$ cat config.mk
export PLATFORM = sky130hd
export DESIGN_NAME = note_highway_fsm
export DESIGN_NICKNAME = d
export VERILOG_FILES = /design/src/rtl/note_highway_fsm.sv
export SDC_FILE = /design/constraint.sdc
export NUM_CORES = 1
export LEC_CHECK = 0
export ABC_AREA = 1
export BUFFER_PORTS_ARGS = -buffer_cell sky130_fd_sc_hd__buf_2
export CAP_MARGIN = 20
export CORE_UTILIZATION = 53
export CTS_CLUSTER_DIAMETER = 100
export DETAILED_ROUTE_END_ITERATION = 8
export PLACE_DENSITY = 0.86
export SYNTH_ARGS = -nofsm -noshare
export SYNTH_HDL_FRONTEND = slang
export SYNTH_SLANG_ARGS = --single-unit
$ cat constraint.sdc
create_clock -name clock_i -period 2.6 [get_ports clock_i]
set_clock_uncertainty 0.15 [all_clocks]
set_input_delay 0.26 -clock clock_i [delete_from_list [all_inputs] [get_ports clock_i]]
set_output_delay 0.26 -clock clock_i [all_outputs]
set_load 0.02 [all_outputs]
$ cat src/rtl/note_highway_fsm.sv
// Note-highway control engine: clears the lane grid, fetches note rows from the song ROM and
// streams box pixels to the VGA plot port. Define HIGHWAY_LOOP_EN to wrap playback at song end.
module note_highway_fsm #(
  parameter int unsigned LANES     = 4,
  parameter int unsigned ROWS      = 8,
  parameter int unsigned BOX_W     = 8,
  parameter int unsigned BOX_H     = 4,
  parameter int unsigned SONG_LEN  = 64,
  parameter int unsigned X0        = 16,
  parameter int unsigned Y0        = 8,
  parameter int unsigned X_W       = 8,
  parameter int unsigned Y_W       = 7,
  parameter logic [2:0]  BG_COLOUR = 3'b000,
  localparam int unsigned AW       = (SONG_LEN > 1) ? $clog2(SONG_LEN) : 1
) (
  input  logic             clock_i,
  input  logic             reset_i,
  input  logic             start_i,
  input  logic             beat_tick_i,
  input  logic [LANES-1:0] note_bits_i,
  output logic [AW-1:0]    song_addr_o,
  output logic [X_W-1:0]   x_o,
  output logic [Y_W-1:0]   y_o,
  output logic [2:0]       colour_o,
  output logic             plot_o,
  output logic             busy_o,
  output logic             song_done_o,
  output logic             missed_beat_o
);

  localparam int unsigned LW  = (LANES > 1) ? $clog2(LANES) : 1;
  localparam int unsigned RW  = (ROWS > 1) ? $clog2(ROWS) : 1;
  localparam int unsigned PXW = (BOX_W > 1) ? $clog2(BOX_W) : 1;
  localparam int unsigned PYW = (BOX_H > 1) ? $clog2(BOX_H) : 1;
  localparam int unsigned CXN = LANES * BOX_W;
  localparam int unsigned CYN = ROWS * BOX_H;
  localparam int unsigned CXW = (CXN > 1) ? $clog2(CXN) : 1;
  localparam int unsigned CYW = (CYN > 1) ? $clog2(CYN) : 1;
  localparam int unsigned BW  = $clog2(SONG_LEN + 1);

  typedef enum logic [2:0] {
    StIdle, StClear, StFetch, StFetchWait, StDraw, StWaitBeat, StDone
  } state_e;

  state_e           state_q, state_d;
  logic [BW-1:0]    beat_q, beat_d;
  logic             pending_q, pending_d;
  logic [RW-1:0]    row_q, row_d;
  logic [LW-1:0]    lane_q, lane_d;
  logic [PXW-1:0]   px_q, px_d;
  logic [PYW-1:0]   py_q, py_d;
  logic [CXW-1:0]   cx_q, cx_d;
  logic [CYW-1:0]   cy_q, cy_d;
  logic [LANES-1:0] notes_q, notes_d;
  logic [AW-1:0]    song_addr_q, song_addr_d;
  logic [X_W-1:0]   x_q, x_d;
  logic [Y_W-1:0]   y_q, y_d;
  logic [2:0]       colour_q, colour_d;
  logic             plot_q, plot_d, busy_q, busy_d, done_q, done_d, missed_q, missed_d;
  logic [31:0]      fetch_sum, next_sum;

  always_comb begin
    state_d   = state_q;
    beat_d    = beat_q;
    pending_d = pending_q;
    row_d     = row_q;
    lane_d    = lane_q;
    px_d      = px_q;
    py_d      = py_q;
    cx_d      = cx_q;
    cy_d      = cy_q;
    notes_d   = notes_q;
    missed_d  = 1'b0;
    fetch_sum = 32'(beat_q) + 32'(row_q);

    unique case (state_q)
      StIdle, StDone: begin
        if (start_i) begin
          state_d   = StClear;
          beat_d    = '0;
          pending_d = 1'b0;
          cx_d      = '0;
          cy_d      = '0;
        end
      end
      StClear: begin
        if (cx_q != CXW'(CXN - 1)) begin
          cx_d = cx_q + CXW'(1);
        end else begin
          cx_d = '0;
          if (cy_q != CYW'(CYN - 1)) begin
            cy_d = cy_q + CYW'(1);
          end else begin
            row_d   = '0;
            state_d = StFetch;
          end
        end
      end
      StFetch: state_d = StFetchWait;
      StFetchWait: begin
        // Rows past the end of the song draw as empty boxes.
        notes_d = (fetch_sum >= 32'(SONG_LEN)) ? '0 : note_bits_i;
        lane_d  = '0;
        px_d    = '0;
        py_d    = '0;
        state_d = StDraw;
      end
      StDraw: begin
        if (px_q != PXW'(BOX_W - 1)) begin
          px_d = px_q + PXW'(1);
        end else begin
          px_d = '0;
          if (py_q != PYW'(BOX_H - 1)) begin
            py_d = py_q + PYW'(1);
          end else begin
            py_d = '0;
            if (lane_q != LW'(LANES - 1)) begin
              lane_d = lane_q + LW'(1);
            end else if (row_q == RW'(ROWS - 1)) begin
              state_d = StWaitBeat;
            end else begin
              row_d   = row_q + RW'(1);
              state_d = StFetch;
            end
          end
        end
      end
      StWaitBeat: begin
        if (pending_q || beat_tick_i) begin
          pending_d = 1'b0;
          missed_d  = pending_q && beat_tick_i;
          row_d     = '0;
          if (beat_q == BW'(SONG_LEN - 1)) begin
`ifdef HIGHWAY_LOOP_EN
            beat_d  = '0;
            state_d = StFetch;
`else
            beat_d  = BW'(SONG_LEN);
            state_d = StDone;
`endif
          end else begin
            beat_d  = beat_q + BW'(1);
            state_d = StFetch;
          end
        end
      end
      default: state_d = StIdle;
    endcase

    // Ticks arriving mid-frame are banked; a second one before it is consumed is an overrun.
    if (beat_tick_i && (state_q inside {StClear, StFetch, StFetchWait, StDraw})) begin
      if (pending_q) missed_d = 1'b1;
      else           pending_d = 1'b1;
    end

    // Outputs are registered from the next state so plot lines up with CLEAR/DRAW cycles.
    song_addr_d = song_addr_q;
    x_d         = x_q;
    y_d         = y_q;
    colour_d    = colour_q;
    plot_d      = 1'b0;
    next_sum    = 32'(beat_d) + 32'(row_d);
    if (state_d == StFetch) song_addr_d = AW'(next_sum);
    if (state_d == StClear) begin
      plot_d   = 1'b1;
      x_d      = X_W'(X0) + X_W'(cx_d);
      y_d      = Y_W'(Y0) + Y_W'(cy_d);
      colour_d = BG_COLOUR;
    end else if (state_d == StDraw) begin
      plot_d   = 1'b1;
      x_d      = X_W'(X0) + X_W'(lane_d) * X_W'(BOX_W) + X_W'(px_d);
      y_d      = Y_W'(Y0) + (Y_W'(ROWS - 1) - Y_W'(row_d)) * Y_W'(BOX_H) + Y_W'(py_d);
      colour_d = notes_d[lane_d] ? (3'(lane_d) + 3'd1) : BG_COLOUR;
    end
    busy_d = !(state_d inside {StIdle, StDone});
    done_d = (state_d == StDone);
  end

  always_ff @(posedge clock_i) begin
    if (reset_i) begin
      state_q     <= StIdle;
      beat_q      <= '0;
      pending_q   <= 1'b0;
      row_q       <= '0;
      lane_q      <= '0;
      px_q        <= '0;
      py_q        <= '0;
      cx_q        <= '0;
      cy_q        <= '0;
      notes_q     <= '0;
      song_addr_q <= '0;
      x_q         <= '0;
      y_q         <= '0;
      colour_q    <= '0;
      plot_q      <= 1'b0;
      busy_q      <= 1'b0;
      done_q      <= 1'b0;
      missed_q    <= 1'b0;
    end else begin
      state_q     <= state_d;
      beat_q      <= beat_d;
      pending_q   <= pending_d;
      row_q       <= row_d;
      lane_q      <= lane_d;
      px_q        <= px_d;
      py_q        <= py_d;
      cx_q        <= cx_d;
      cy_q        <= cy_d;
      notes_q     <= notes_d;
      song_addr_q <= song_addr_d;
      x_q         <= x_d;
      y_q         <= y_d;
      colour_q    <= colour_d;
      plot_q      <= plot_d;
      busy_q      <= busy_d;
      done_q      <= done_d;
      missed_q    <= missed_d;
    end
  end

  assign song_addr_o   = song_addr_q;
  assign x_o           = x_q;
  assign y_o           = y_q;
  assign colour_o      = colour_q;
  assign plot_o        = plot_q;
  assign busy_o        = busy_q;
  assign song_done_o   = done_q;
  assign missed_beat_o = missed_q;

endmodule

==> run summary <==
The flow ran to the end, but the final reports show violations. The final reports fail on setup timing. The most used flip-flop cell after synthesis is dfxtp_1. Counting the buffers created by CTS gives 9. Slowest stage cell on the critical path: fa_2. The leakage power total is 2.078 nW. Entering global routing, the biggest net connects 28 pins. The capture point of the worst reg-to-reg path was song_addr_o[2]. The number of antenna violations at the first check in global routing is 0, and the H-tree depth is 3. The number of synthesized flops with an enable pin was 0. The startpoint identified for the worst hold timing path is beat_tick_i. For the worst setup path, the data arrival time is 2.82 ns. The total negative setup slack was -0.1471 ns. The power density normalized to cell area was 456.5 nW/um^2; the post-detailed-routing wire length was 9537 um. Setup repair after global routing could not meet its margin everywhere. Across every metal layer, demand over resource in global routing totals 26.45%. The logs give 0 for the number of nets with antenna violations after detailed routing and 0 for the Yosys warning count. The first global-routing pass estimated 14790 um of wire.

Across all layers, the routed design uses 3628 vias. The clock input transition at the sequential cells of the worst setup and hold paths came out at 0.07 ns. For the pin with the worst max-slew slack, the measured transition is 0.5245 ns. The worst hold path was traced through 2 stages.

The maximum fanout along the worst path is 3, and the share of the cycle needed by the critical path after routing is 102.9%. The logs give 0 for the number of maximum-capacitance constraint violations and 3461 um^2 for the cell area after technology mapping. The largest single stage delay on the critical path is 0.42 ns. The share of Yosys cell area claimed by the top area cell type came out at 34.71%.

The required time of the critical path came out at 2.74 ns. After synthesis, flip-flops and latches occupy 34.71% of the total area. The worst register-to-register path has a depth of 18. The die is 82.81 um tall. After detailed routing, the average wire length per cell comes to 14.74 um.

Half-perimeter wire length after placement: 6036 um. Global routing finished with a remaining overflow of 0. The worst setup path is launched from a flop.

The startpoint of the worst-slack reg-to-reg timing path was cx_q[1]. The share of cells above drive strength 1 works out to 27.19%. The number of buffers added on ports came out at 32. The kind of path behind the tightest hold check is in -> reg. The run gives 0 as the number of antenna cells inserted.

The critical path goes through ha_4 > nand2_4 > nor2_4 > ha_4 > nand2_4 > nand2_4 > nand2_4 > nor2_4 > nand2_1 > nand2_1 > nand2_1 > ha_2 > inv_2 > fa_2 > buf_6 > xnor2_2 > nand2_1 > a21oi_2. The synthesis-stage register bit count works out to 60. The tools report the cell chosen for the clock root as clkbuf_8. TritonCTS built the clock tree. The tools report the worst-case setup margin in the final layout as -0.07598 ns.

The worst path in the final design needs a cycle of 2.676 ns, including I/O delays and setup. The tools report the clock network latency to the later pin of the worst-skew pair as 0.36 ns. For the total number of clock tree sinks, the log shows 60.

Based on the critical path, the design can be clocked at up to 373.7 MHz. In this run the number of cells on the critical path is 18. The mean cell area of the mapped netlist is 6.949 um^2. From synthesis to final layout, the design area changed by 23.54%. The worst-case IR drop observed on VDD is 458.6 uV. The detailed-route wire length on metal 1 is 3715 um. In this run the core area contains 29 standard-cell rows. The longest clock path from root to sink contains 2 buffers. Overall power consumption: 0.001952 W.

The kind of end point of the critical path is a flop. After detailed routing, the met3 layer carries 545 um of wire. The floorplan step set the die width to 82.81 um.

In the routed layout, each cell is associated on average with a via count of 5.607. For flop-to-flop paths, the worst setup slack is -0.08 ns. The run gives 3 as the count of endpoints failing setup in the final report.

The critical setup path kind was reg -> reg. The first routing iteration left 242 violations. In this run the tightest slew margin relative to its limit is 64.99%. The detailed router used layers up to and including met4. The path with the worst hold slack has its endpoint at missed_beat_o.

Total placed cells including tap cells: 614. The region available for standard cell placement spans 6314 um^2. The number of standard cells after synthesis came out at 498.

The first detailed-routing pass ran for 6 iterations. For the final count of hold timing violations, the log shows 0. The most common cell after layout, fill and taps aside is nand2_1. The number of distinct library cells after synthesis was 44; the effective utilization at floorplan was 54.82%. The tools report the die area as 6857 um^2. Leaving out fill and tap cells, the most frequent cells in the layout are nand2_1, nor2_1, dfxtp_1. Summed over all nets, wire length on met2 after detailed routing comes to 4909 um. The fraction of registers with async set/reset was 0%; the number of remaining DRC errors was 0. The critical path launch point is cx_q[1]. On the critical path the largest part of the delay comes from adder cells. At the end of routability-driven placement, the weighted congestion stood at 0.9064. In the post-synthesis netlist, the biggest area contributors are dfxtp_1, nand2_1, nor2_1. dfxtp_1 takes more of the synthesized area than any other cell. Together, buffers and inverters on the worst path number 2. The number of non-filler instances in the completed layout was 647; the total number of nets in the final design was 592. The via count of the first global-routing pass was 3406. The count of final max-slew check failures is 0, and the I/O pin total is 36.
## per-stage QoR
| step | util [%] | hold slack, ns | setup slack, ns | instance area (um^2) |
|---|---|---|---|---|
| finish | 67.72 | 0.06322 | -0.07598 | 4275 |
| global route | 67.72 | 0.05700 | -0.1876 | 4275 |
| CTS | 64.70 | 0.05484 | 0.001335 | 4085 |
| detailed placement | 59.73 | 0.3055 | -0.1244 | 3771 |
| global placement | 59.73 | 0.3021 | -0.001924 | 3771 |
| floorplan | - | 0.2717 | -0.01204 | 3471 |
## cell usage after synthesis, types with 2 or more instances
master	number
a21boi_2	2
a21oi_1	40
buf_4	5
buf_6	2
clkbuf_1	5
dfxtp_1	60
fa_1	2
ha_1	17
inv_1	54
inv_2	9
nand2_1	124
nand2_2	6
nand2_4	2
nand3_1	37
nand3_2	2
nand3_4	4
nand3b_1	2
nor2_1	63
nor2_2	5
nor2_4	2
nor3_1	4
o21ai_0	24
o21ai_1	2
o21bai_1	2
or2_2	2
xnor2_1	3
## power by group
part | switching, W | total [W] | internal, W
clock | 0.000436 | 0.000794 | 0.000358
sequential | 0.0000137 | 0.000951 | 0.000937
combinational | 0.000144 | 0.000207 | 0.0000635
## kinds of logic (layout without fill, tap and decap cells)
| logic type | after synthesis | count (layout) | share of synthesized area [%] |
|---|---|---|---|
| fa+ha+maj | 19 | 19 | 7.303 |
| xor+xnor | 4 | 4 | 1.012 |
| other cells | 1 | 3 | 0.1084 |
| compound gates | 81 | 81 | 13.34 |
| simple gates | 256 | 256 | 33.84 |
| flops | 60 | 60 | 34.71 |
| buf+inv | 77 | 147 | 9.689 |
## flip-flops by register name (all words and copies together), names as in the netlist, 2 cells and up
signal       count
x_o              6
colour_o         3
state_q          3
py_q             2
row_q            3
lane_q           2
beat_q           7
y_o              6
notes_q          4
song_addr_o      6
cx_q             5
cy_q             5
px_q             3
## what timing repair did
item,in CTS,in global routing
pin swaps,7,18
gates resized for setup,14,39
endpoints found under the setup margin,5,11
setup buffers,12,5
hold buffers,0,0
## final cells by class
class	instances	area, um^2
repair buffers	68	434.2
fillers	487	2038
flip-flops and latches	60	1215
inverters	63	236.5
clock inverters	7	57.56
clock buffers	9	123.9
well taps	77	96.34
multi-input cells	363	2112
## how the worst max path moves through the flow
stage / to
after floorplan: song_addr_o[4]
after global placement: song_addr_o[4]
after CTS: song_addr_o[4]
after detailed placement: song_addr_o[4]
final: song_addr_o[2]
after global routing: song_addr_o[2]
## metal layers
| metal | track usage, % | up-vias |
|---|---|---|
| li1 | - | 1727 |
| met1 | 29.39 | 1718 |
| met2 | 47.39 | 146 |
| met3 | 6.362 | 37 |
| met4 | 12.23 | 0 |
| met5 | 0 | - |
Note: power is estimated with default switching activity, not from simulation.
